`src/rtl/uart_tx_fifo_pkg.sv`:
```
// Shared definitions for the UART transmitter: FSM state encoding, frame sizes, defaults.
// Defining UART_TX_PARITY_EN adds an even-parity bit between the data bits and the stop bit.
package uart_tx_fifo_pkg;

   localparam int DEF_CLK_DIV    = 16;
   localparam int DEF_DEPTH_LOG2 = 4;
   localparam int DATA_BITS      = 8;
   localparam int IDX_W          = 3;

`ifdef UART_TX_PARITY_EN
   localparam int FRAME_BITS = 11;
`else
   localparam int FRAME_BITS = 10;
`endif

   typedef enum logic [2:0] {
      ST_IDLE   = 3'd0,
      ST_START  = 3'd1,
      ST_DATA   = 3'd2,
`ifdef UART_TX_PARITY_EN
      ST_PARITY = 3'd3,
`endif
      ST_STOP   = 3'd4
   } state_t;

endpackage

```
`src/rtl/uart_tx_fifo_if.sv`:
```
// Byte-write and status bundle between a host and the UART transmitter.
interface uart_tx_fifo_if;
   logic [7:0] DATA;
   logic       WE;
   logic       FULL;
   logic       BUSY;
   logic       OVERFLOW;
   logic       TXD;

   modport master (output DATA, output WE, input FULL, input BUSY, input OVERFLOW, input TXD);
   modport slave  (input DATA, input WE, output FULL, output BUSY, output OVERFLOW, output TXD);
endinterface

```
`src/rtl/uart_tx_fifo_byte_fifo.sv`:
```
// Byte FIFO with synchronous write/pop, registered count, and full/empty flags.
module byte_fifo #(
   parameter int DEPTH_LOG2 = 4
) (
   input  logic                clk,
   input  logic                rst,
   input  logic                wr_en,
   input  logic [7:0]          wr_data,
   input  logic                pop,
   output logic [7:0]          head,
   output logic                full,
   output logic                empty,
   output logic [DEPTH_LOG2:0] count
);

   localparam int DEPTH = 1 << DEPTH_LOG2;

   logic [7:0]            mem [DEPTH];
   logic [DEPTH_LOG2-1:0] wptr;
   logic [DEPTH_LOG2-1:0] rptr;
   logic                  wr_acc;
   logic                  pop_acc;

   // full is the pre-edge view, so a pop on the same edge cannot make room for a write
   assign full    = (count == (DEPTH_LOG2+1)'(DEPTH));
   assign empty   = (count == '0);
   assign wr_acc  = wr_en && !full;
   assign pop_acc = pop && !empty;
   assign head    = mem[rptr];

   always_ff @(posedge clk) begin
      if (!rst && wr_acc) begin
         mem[wptr] <= wr_data;
      end
   end

   always_ff @(posedge clk) begin
      if (rst) begin
         wptr  <= '0;
         rptr  <= '0;
         count <= '0;
      end else begin
         if (wr_acc) begin
            wptr <= wptr + 1'b1;
         end
         if (pop_acc) begin
            rptr <= rptr + 1'b1;
         end
         case ({wr_acc, pop_acc})
            2'b10:   count <= count + 1'b1;
            2'b01:   count <= count - 1'b1;
            default: count <= count;
         endcase
      end
   end

endmodule

```
`src/rtl/uart_tx_fifo.sv`:
```
// UART transmitter fed by a byte FIFO: 8N1 frames, LSB first, CLK_DIV clocks per bit.
// Defining UART_TX_PARITY_EN inserts an even-parity bit before the stop bit.
//
// state  | meaning
// IDLE   | line high, waiting for a queued byte
// START  | start bit (0)
// DATA   | data bit idx, LSB first
// PARITY | even parity over the byte (UART_TX_PARITY_EN only)
// STOP   | stop bit (1); pops straight into START if more bytes are queued
module uart_tx_fifo
   import uart_tx_fifo_pkg::*;
#(
   parameter int CLK_DIV    = DEF_CLK_DIV,
   parameter int DEPTH_LOG2 = DEF_DEPTH_LOG2
) (
   input  logic          CLK,
   input  logic          RESET,
   uart_tx_fifo_if.slave bus
);

   localparam int TW = $clog2(CLK_DIV);

   state_t                state, state_n;
   logic [TW-1:0]         timer, timer_n;
   logic [IDX_W-1:0]      idx, idx_n;
   logic [DATA_BITS-1:0]  shreg, shreg_n;
   logic                  txd_q, txd_n;
   logic                  ovf_q;
   logic                  pop;
   logic                  last;
   logic [7:0]            head;
   logic                  full;
   logic                  empty;
   logic [DEPTH_LOG2:0]   count;

   byte_fifo #(.DEPTH_LOG2(DEPTH_LOG2)) u_fifo (
      .clk     (CLK),
      .rst     (RESET),
      .wr_en   (bus.WE),
      .wr_data (bus.DATA),
      .pop     (pop),
      .head    (head),
      .full    (full),
      .empty   (empty),
      .count   (count)
   );

   assign last         = (timer == TW'(CLK_DIV - 1));
   assign bus.TXD      = txd_q;
   assign bus.FULL     = full;
   assign bus.OVERFLOW = ovf_q;
   assign bus.BUSY     = (state != ST_IDLE) || (count != '0);

   always_comb begin
      state_n = state;
      timer_n = timer;
      idx_n   = idx;
      shreg_n = shreg;
      pop     = 1'b0;
      case (state)
         ST_IDLE: begin
            timer_n = '0;
            if (!empty) begin
               pop     = 1'b1;
               shreg_n = head;
               state_n = ST_START;
            end
         end
         ST_START: begin
            if (last) begin
               timer_n = '0;
               idx_n   = '0;
               state_n = ST_DATA;
            end else begin
               timer_n = timer + 1'b1;
            end
         end
         ST_DATA: begin
            if (last) begin
               timer_n = '0;
               if (idx == IDX_W'(DATA_BITS - 1)) begin
`ifdef UART_TX_PARITY_EN
                  state_n = ST_PARITY;
`else
                  state_n = ST_STOP;
`endif
               end else begin
                  idx_n = idx + 1'b1;
               end
            end else begin
               timer_n = timer + 1'b1;
            end
         end
`ifdef UART_TX_PARITY_EN
         ST_PARITY: begin
            if (last) begin
               timer_n = '0;
               state_n = ST_STOP;
            end else begin
               timer_n = timer + 1'b1;
            end
         end
`endif
         ST_STOP: begin
            if (last) begin
               timer_n = '0;
               if (!empty) begin
                  pop     = 1'b1;
                  shreg_n = head;
                  state_n = ST_START;
               end else begin
                  state_n = ST_IDLE;
               end
            end else begin
               timer_n = timer + 1'b1;
            end
         end
         default: begin
            timer_n = '0;
            state_n = ST_IDLE;
         end
      endcase

      // line value is decided from the upcoming state so TXD comes straight off a flop
      txd_n = 1'b1;
      case (state_n)
         ST_START:  txd_n = 1'b0;
         ST_DATA:   txd_n = shreg_n[idx_n];
`ifdef UART_TX_PARITY_EN
         ST_PARITY: txd_n = ^shreg_n;
`endif
         default:   txd_n = 1'b1;
      endcase
   end

   always_ff @(posedge CLK) begin
      if (RESET) begin
         state <= ST_IDLE;
         timer <= '0;
         idx   <= '0;
         shreg <= '0;
         txd_q <= 1'b1;
         ovf_q <= 1'b0;
      end else begin
         state <= state_n;
         timer <= timer_n;
         idx   <= idx_n;
         shreg <= shreg_n;
         txd_q <= txd_n;
         if (bus.WE && full) begin
            ovf_q <= 1'b1;
         end
      end
   end

endmodule

```
`src/flat_wrapper.sv`:
```
// flat-port wrapper written by rule: the top's interface ports become plain ports
module uart_tx_fifo_flat import uart_tx_fifo_pkg::*;
#(
   parameter int CLK_DIV    = DEF_CLK_DIV,
   parameter int DEPTH_LOG2 = DEF_DEPTH_LOG2
)
  (CLK, RESET, bus_DATA, bus_WE, bus_FULL, bus_BUSY, bus_OVERFLOW, bus_TXD);
  uart_tx_fifo_if bus_i ();
  input  logic CLK;
  input  logic RESET;
  input wire logic [$bits(bus_i.DATA)-1:0] bus_DATA;
  input wire logic [$bits(bus_i.WE)-1:0] bus_WE;
  output wire logic [$bits(bus_i.FULL)-1:0] bus_FULL;
  output wire logic [$bits(bus_i.BUSY)-1:0] bus_BUSY;
  output wire logic [$bits(bus_i.OVERFLOW)-1:0] bus_OVERFLOW;
  output wire logic [$bits(bus_i.TXD)-1:0] bus_TXD;
  assign bus_i.DATA = bus_DATA;
  assign bus_i.WE = bus_WE;
  assign bus_FULL = bus_i.FULL;
  assign bus_BUSY = bus_i.BUSY;
  assign bus_OVERFLOW = bus_i.OVERFLOW;
  assign bus_TXD = bus_i.TXD;
  uart_tx_fifo #(.CLK_DIV(CLK_DIV), .DEPTH_LOG2(DEPTH_LOG2)) u_core (.CLK(CLK), .RESET(RESET), .bus(bus_i));
endmodule
```
`config.mk`:
```
export PLATFORM = sky130hd
export DESIGN_NAME = uart_tx_fifo_flat
export DESIGN_NICKNAME = d
export VERILOG_FILES = /design/src/rtl/uart_tx_fifo_pkg.sv /design/src/rtl/uart_tx_fifo_if.sv /design/src/rtl/uart_tx_fifo_byte_fifo.sv /design/src/rtl/uart_tx_fifo.sv /design/src/flat_wrapper.sv
export SDC_FILE = /design/constraint.sdc
export NUM_CORES = 1
export LEC_CHECK = 0
export CAP_MARGIN = 5
export CELL_PAD_IN_SITES_DETAIL_PLACEMENT = 0
export CELL_PAD_IN_SITES_GLOBAL_PLACEMENT = 1
export CORE_ASPECT_RATIO = 1.1
export CORE_UTILIZATION = 25
export DETAILED_ROUTE_END_ITERATION = 10
export PLACE_DENSITY = 0.5
export RECOVER_POWER = 50
export SETUP_SLACK_MARGIN = 0.2
export SYNTH_ARGS = -nofsm -noshare
export SYNTH_HDL_FRONTEND = slang
export SYNTH_SLANG_ARGS = --single-unit
```
`constraint.sdc`:
```
create_clock -name CLK -period 3.6 [get_ports CLK]
set_clock_uncertainty 0.15 [all_clocks]
set_input_delay 0.72 -clock CLK [delete_from_list [all_inputs] [get_ports CLK]]
set_output_delay 0.72 -clock CLK [all_outputs]
set_load 0.01 [all_outputs]
```
Word-level counts from Yosys, hierarchy flattened
Memory sizes are Yosys's and may differ from the RTL's. A register that Yosys moved wholly into a read port is not among the register bits.
Index checks and enable logic that the tools add are counted.
{"block": "word_totals", "ff_bits": 33, "ramBits": 128, "input_bits": 11, "wordCells": 68, "n_memories": 1}
{"block": "op_classes", "add_sub_neg": 6, "n_lt_le_gt_ge": 1, "eq_ne": 10, "muxes": 25, "bitwise": 1, "n_reduce_logical": 15}
{"name": "u_core.u_fifo.mem", "depth": 16, "word_bits": 8, "read_ports": 1, "rd_ports_with_merged_regs": 1, "write_ports": 1, "line_no": "uart_tx_fifo_byte_fifo.sv:18", "source": "logic [7:0] mem [DEPTH];"}
{"operator": "3-bit two-way mux", "count": 8}
{"operator": "8-bit two-way mux", "count": 2}
{"operator": "8-bit one-hot mux with 2 select lines", "count": 1}
{"operator": "4-bit by 1-bit adder with 4-bit output, second input constant", "count": 3}
{"operator": "3-bit one-hot mux with 4 select lines", "count": 1}
{"operator": "5-bit one-hot mux with 2 select lines", "count": 1}
{"operator": "4-bit two-way mux", "count": 2}
{"operator": "3-bit by 1-bit equality test with 1-bit output, second input constant", "count": 2}
{"operator": "3-bit by 2-bit equality test with 1-bit output, second input constant", "count": 2}
{"operator": "3-bit equality test, second input constant", "count": 2}
{"operator": "1-bit two-way mux", "count": 6}
{"operator": "3-bit one-hot mux with 2 select lines", "count": 1}
{"operator": "3-bit OR reduction", "count": 2}
{"operator": "5-bit by 1-bit adder with 5-bit output, second input constant", "count": 1}
{"operator": "5-bit equality test, second input constant", "count": 1}
{"operator": "5-bit zero test", "count": 1}
{"operator": "5-bit nonzero test", "count": 1}
{"operator": "5-bit by 1-bit subtractor with 5-bit output, second input constant", "count": 1}
{"operator": "4-bit equality test, second input constant", "count": 1}
{"operator": "1-bit logical AND", "count": 4}
{"operator": "3-bit by 4-bit < comparator with 1-bit output, second input constant", "count": 1}
{"operator": "1-bit one-hot mux with 2 select lines", "count": 2}
{"operator": "3-bit by 1-bit adder with 3-bit output, second input constant", "count": 1}
{"operator": "1-bit binary-select mux with 3-bit select", "count": 1}
{"operator": "8 further kinds", "count": 10}

Logic depth before layout (Yosys ltp)
{"block": "depth", "word_depth": 7, "depth_mapped": 15}

Modules after synthesis
A second synthesis with hierarchy kept.
{"block": "hier_totals", "cells_unflattened": 433, "area_unflattened_um2": 6860.3}
{"module": "byte_fifo", "instances": 1, "cells_each": 314, "area_per_inst_um2": 5805.6, "seq_area_each_um2": 4184.0}
{"module": "uart_tx_fifo", "instances": 1, "cells_each": 119, "area_per_inst_um2": 1054.8, "seq_area_each_um2": 400.4}

Worst setup path after synthesis
Ideal clock, no wire load.
{"block": "synth_timing", "path_type": "reg-to-reg", "from": "reg u_core.u_fifo.count[0]", "to": "reg u_core.u_fifo.count[2]", "setup_ns": 0.071, "arrival_ns": 2.877, "t_required_ns": 3.379, "slack_ns": 0.502, "path_stages_with_launch": 13, "n_path_buf": 2, "synth_period_minus_slack_ns": 3.098, "path_cell_list": "dfxtp_1 or4_4 o221ai_4 buf_4 inv_1 ha_1 clkbuf_1 xor2_1 ha_1 a41oi_1 xor2_1 or3_1 a21oi_1"}
{"block": "synth_via", "elab_chain_cells": 7, "elab_cells_between_ends": 15, "classes_between": "add/sub: 2; eq/ne: 3; mux: 4; reduce/logical: 6"}
{"element": "from (decl)", "line_no": "uart_tx_fifo_byte_fifo.sv:13", "source": "output logic [DEPTH_LOG2:0] count"}
{"element": "from (signal assigned)", "line_no": "uart_tx_fifo_byte_fifo.sv:50", "source": "2'b10: count <= count + 1'b1;"}
{"element": "from (signal assigned)", "line_no": "uart_tx_fifo_byte_fifo.sv:51", "source": "2'b01: count <= count - 1'b1;"}
{"element": "from (signal assigned)", "line_no": "uart_tx_fifo_byte_fifo.sv:52", "source": "default: count <= count;"}
{"element": "5-bit zero test (*)", "line_no": "uart_tx_fifo_byte_fifo.sv:26", "source": "assign empty = (count == '0);"}
{"element": "1-bit two-way mux", "line_no": "uart_tx_fifo.sv:63, uart_tx_fifo.sv:107"}
{"element": "1-bit two-way mux", "line_no": "uart_tx_fifo.sv:105", "source": "if (last) begin"}
{"element": "1-bit one-hot mux with 2 select lines", "line_no": "uart_tx_fifo.sv:60", "source": "case (state)"}
{"element": "1-bit logical AND (*)", "line_no": "uart_tx_fifo_byte_fifo.sv:28", "source": "assign pop_acc = pop && !empty;"}
{"element": "named net u_core.u_fifo.pop_acc", "line_no": "uart_tx_fifo_byte_fifo.sv:22", "source": "logic pop_acc;"}
{"element": "2-bit by 1-bit equality test with 1-bit output or 2-bit equality test (tied branches)", "line_no": "uart_tx_fifo_byte_fifo.sv:49", "source": "case ({wr_acc, pop_acc})"}
{"element": "5-bit one-hot mux with 2 select lines or 2-bit nonzero test (tied branches)"}
Mark *: on every way through the listed nets, which the timed path passes. The rest lies on a longest branch.
A chain may end at the register's enable or synchronous reset.

Worst setup path in the final report
Same ends and word-level chain as after synthesis.

==> flow_summary.yaml <==
worst_setup_path:
  worstPathCellList: "or4_4 > o221ai_4 > inv_1 > ha_1 > xor2_1 > ha_1 > a41oi_1 > xor2_1 > or3_1 > a21oi_1"
  crit_arrival_ns: 3.22
  path_class: "flip-flop to flip-flop"
  crit_fanout: 8
  endpoint_kind: "flip-flop"
  worst_ep_required_time_ns: 3.79
  slowest_stage: "or4_4"
  cpPeakStageDelay_ns: 0.57
  start_kind: "flip-flop"
cts:
  cts_buffer_depth: 2
  cts_root_buffer: "clkbuf_16"
  clkLatencyLatePin_ns: 0.42
  cts_tree: "yes"
  cts_setup_buffers: 0
  cts.sinks: 165
  cts_buffers: 17
  clk_pin_slew_worst_paths_ns: 0.07
  ctsResizeCount: 0
  cts_hold_buf: 0
  htree_levels: 4
grt:
  grt_pass1_wl_um: 22670
  grt-ovfl-total: 0
  antenna_found_initial: 0
  grt_pass1_vias: 3892
  grt_max_degree: 35
  track_usage: 0.1102
cells_and_area:
  utilization: 0.3017
  n_fill_cell: 2579
  insertedDiodeCount: 0
  drive_above_1_share: 0.1929
  area_delta_synth_final_pct: 17.47
  final_nets: 489
  fin_cells: 834
placement:
  place_congestion: 0.7204
  dp_hpwl_um: 9438
  dp_cells: 802
  io_buffer_count: 14
drt:
  drtIter0Drc: 324
  wl_per_cell_um: 16.98
  viasPerCell: 4.420
  dr.pass1.iters: 4
  drc: 0
  ant_nets: 0
  vias: 3686
  wirelength_um: 14160
logic_synthesis:
  ys.flop_type: "edfxtp_1"
  ys_seq_area_frac: 0.6788
  postSynthCellCount: 434
  ys_warn_count: 0
  synth_area_leaders: "edfxtp_1, dfxtp_1, mux4_2"
  yosysUniqueCellTypes: 51
  async_reset_ff_frac: 0
  synth.avg_cell_area_um2: 15.56
  synth.top_cell.area_share: 0.5691
  synth-seq-cells: 165
  synth_edf_count: 128
  syn_area_mm2: 0.006754
  synth_nets: 454
  synth.largest_area_cell: "edfxtp_1"
sta:
  tns_ns: 0
  fmax_mhz: 329.4
  finalHoldViolations: 0
  layout_worst_path_cycle_share: 0.8434
  maxSlewViolCount: 35
  fin_crit_ns: 3.036
  rsz0062_at_grt: "false"
  tightest_slew_ns: 1.546
  slew_headroom: -0.03064
  setup_viol: 0
status:
  violations: "capacitance limit, slew limit"
  outcome: "finished with violations"
die:
  dieWidth_um: 158.7
  start_util: 0.2568
  ios: 15
  die_y_um: 174.4
  dieArea_mm2: 0.02768
  rows: 62
  core_mm2: 0.02630
power_and_ir_drop:
  net-switching-power_w: 0.001504
  leakage_nw: 2.525
  p_seq_frac: 0.450
  pwr-share-comb: 0.226
  p_per_area_mw_per_mm2: 639.8
  power_switching_share: 0.2962
  power_w: 0.005076
  peakVddDrop_v: 0.0003247
  internal_power_w: 0.003573
  p_clk_frac: 0.324
min_path:
  hold_class: "flip-flop to flip-flop"
job:
  cap_violations: 1
-- per-layer routing --
layer / vias up / global-route usage / part of all wire
met5: - / 0 / 0
met4: 0 / 0.03641 / 0.014
met3: 14 / 0.02529 / 0.030
met2: 53 / 0.1844 / 0.49
met1: 1879 / 0.1400 / 0.46
li1: 1740 / - / -
-- critical path, delay by kind of cell, from the launching register on --
| kind | cells | cell delay [ns] |
|---|---|---|
| adder cells (fa/ha/maj) | 2 | 0.53 |
| buffers and inverters | 1 | 0.13 |
| AND/OR/NAND/NOR | 2 | 0.88 |
| AO/OA/AOI/OAI | 3 | 0.59 |
| XOR/XNOR | 2 | 0.29 |
| flip-flops | 1 | 0.37 |
-- kinds of logic (layout without fill, tap and decap cells) --
| kind of cell | count (synthesis) | in the layout | synth area share |
|---|---|---|---|
| AO/OA/AOI/OAI | 66 | 66 | 0.06780 |
| XOR/XNOR | 13 | 13 | 0.01686 |
| adder cells (fa/ha/maj) | 9 | 9 | 0.01667 |
| buffers and inverters | 33 | 81 | 0.02482 |
| flip-flops | 165 | 165 | 0.6788 |
| multiplexers | 41 | 41 | 0.1200 |
| AND/OR/NAND/NOR | 107 | 107 | 0.07503 |
-- power groups by stage --
stage | combinational, W | clock [W] | sequential, W
2_1_floorplan | 0.000911 | 0 | 0.00226
3_3_place_gp | 0.00115 | 0 | 0.00233
3_5_place_dp | 0.00117 | 0 | 0.00233
4_1_cts | 0.00117 | 0.00168 | 0.00229
5_1_grt | 0.00127 | 0.00176 | 0.00231
6_report | 0.00115 | 0.00164 | 0.00228
-- through the flow --
step	setup WS, ns	instance area (µm²)	hold slack [ns]
global placement	0.4372	7406	0.2804
CTS	0.5910	7938	0.3077
finish	0.5638	7934	0.3026
detailed placement	0.3669	7406	0.2935
global route	0.3374	7934	0.3280
floorplan	0.5024	6754	0.2675
-- cell type report --
type	instances	area, µm²	share of cell area
multi-input cells	236	2002	0.2523
well taps	352	440.4	0.05551
flip-flops and latches	165	4586	0.5780
clock inverters	14	102.6	0.01293
clock buffers	18	429.2	0.05409
inverters	10	37.54	0.004731
repair buffers	39	336.6	0.04242
-- path summary, 6_finish.rpt --
kind                                  startpoint  slack, ns                                  end  cells after the start
max          u_core.u_fifo.count[0]$_SDFFE_PP0P_       0.56  u_core.u_fifo.count[2]$_SDFFE_PP0P_                     10
min reg2reg           u_core.timer[0]$_SDFF_PP0_       0.30           u_core.timer[0]$_SDFF_PP0_                      1
max reg2reg  u_core.u_fifo.count[0]$_SDFFE_PP0P_       0.56  u_core.u_fifo.count[2]$_SDFFE_PP0P_                     10
min                   u_core.timer[0]$_SDFF_PP0_       0.30           u_core.timer[0]$_SDFF_PP0_                      1
-- synth_stat cells, types with 2 or more instances --
library cell  count
edfxtp_1        128
nor2_1           47
dfxtp_1          37
mux4_2           32
nand2_1          20
a21oi_1          17
a211oi_1         11
clkbuf_1         11
inv_1            10
nor3_1           10
o21ai_0          10
ha_1              9
mux2i_1           9
xor2_1            9
o22ai_1           8
nand2b_1          7
a31oi_1           5
buf_2             5
xnor2_1           4
buf_4             3
nand4_1           3
nor2b_1           3
or3_1             3
and2_1            2
buf_6             2
nand3_1           2
o21ai_1           2
o2bb2ai_1         2
-- cell usage in the layout (no fill, tap or decap), drive strengths merged, types with 7 or more instances in the layout --
master / count
mux4: 32
o21ai: 12
xor2: 9
clkbuf: 19
clkinv: 8
nand2: 20
buf: 24
o22ai: 8
inv: 14
mux2i: 9
nor2: 47
a21oi: 18
nor3: 10
a211oi: 12
edfxtp: 128
dlygate4sd3: 9
dfxtp: 37
nand2b: 7
ha: 9
-- flip-flops by register name, summed over array words and instances (netlist names), named ones only --
register	count
u_core.bus.OVERFLOW	1
u_core.timer	4
u_core.u_fifo.count	5
u_core.u_fifo.wptr	4
u_core.u_fifo.mem	128
u_core.bus.TXD	1
u_core.u_fifo.rptr	4
u_core.state	3
u_core.shreg	8
u_core.idx	3
(Power assumes the default switching activity.)
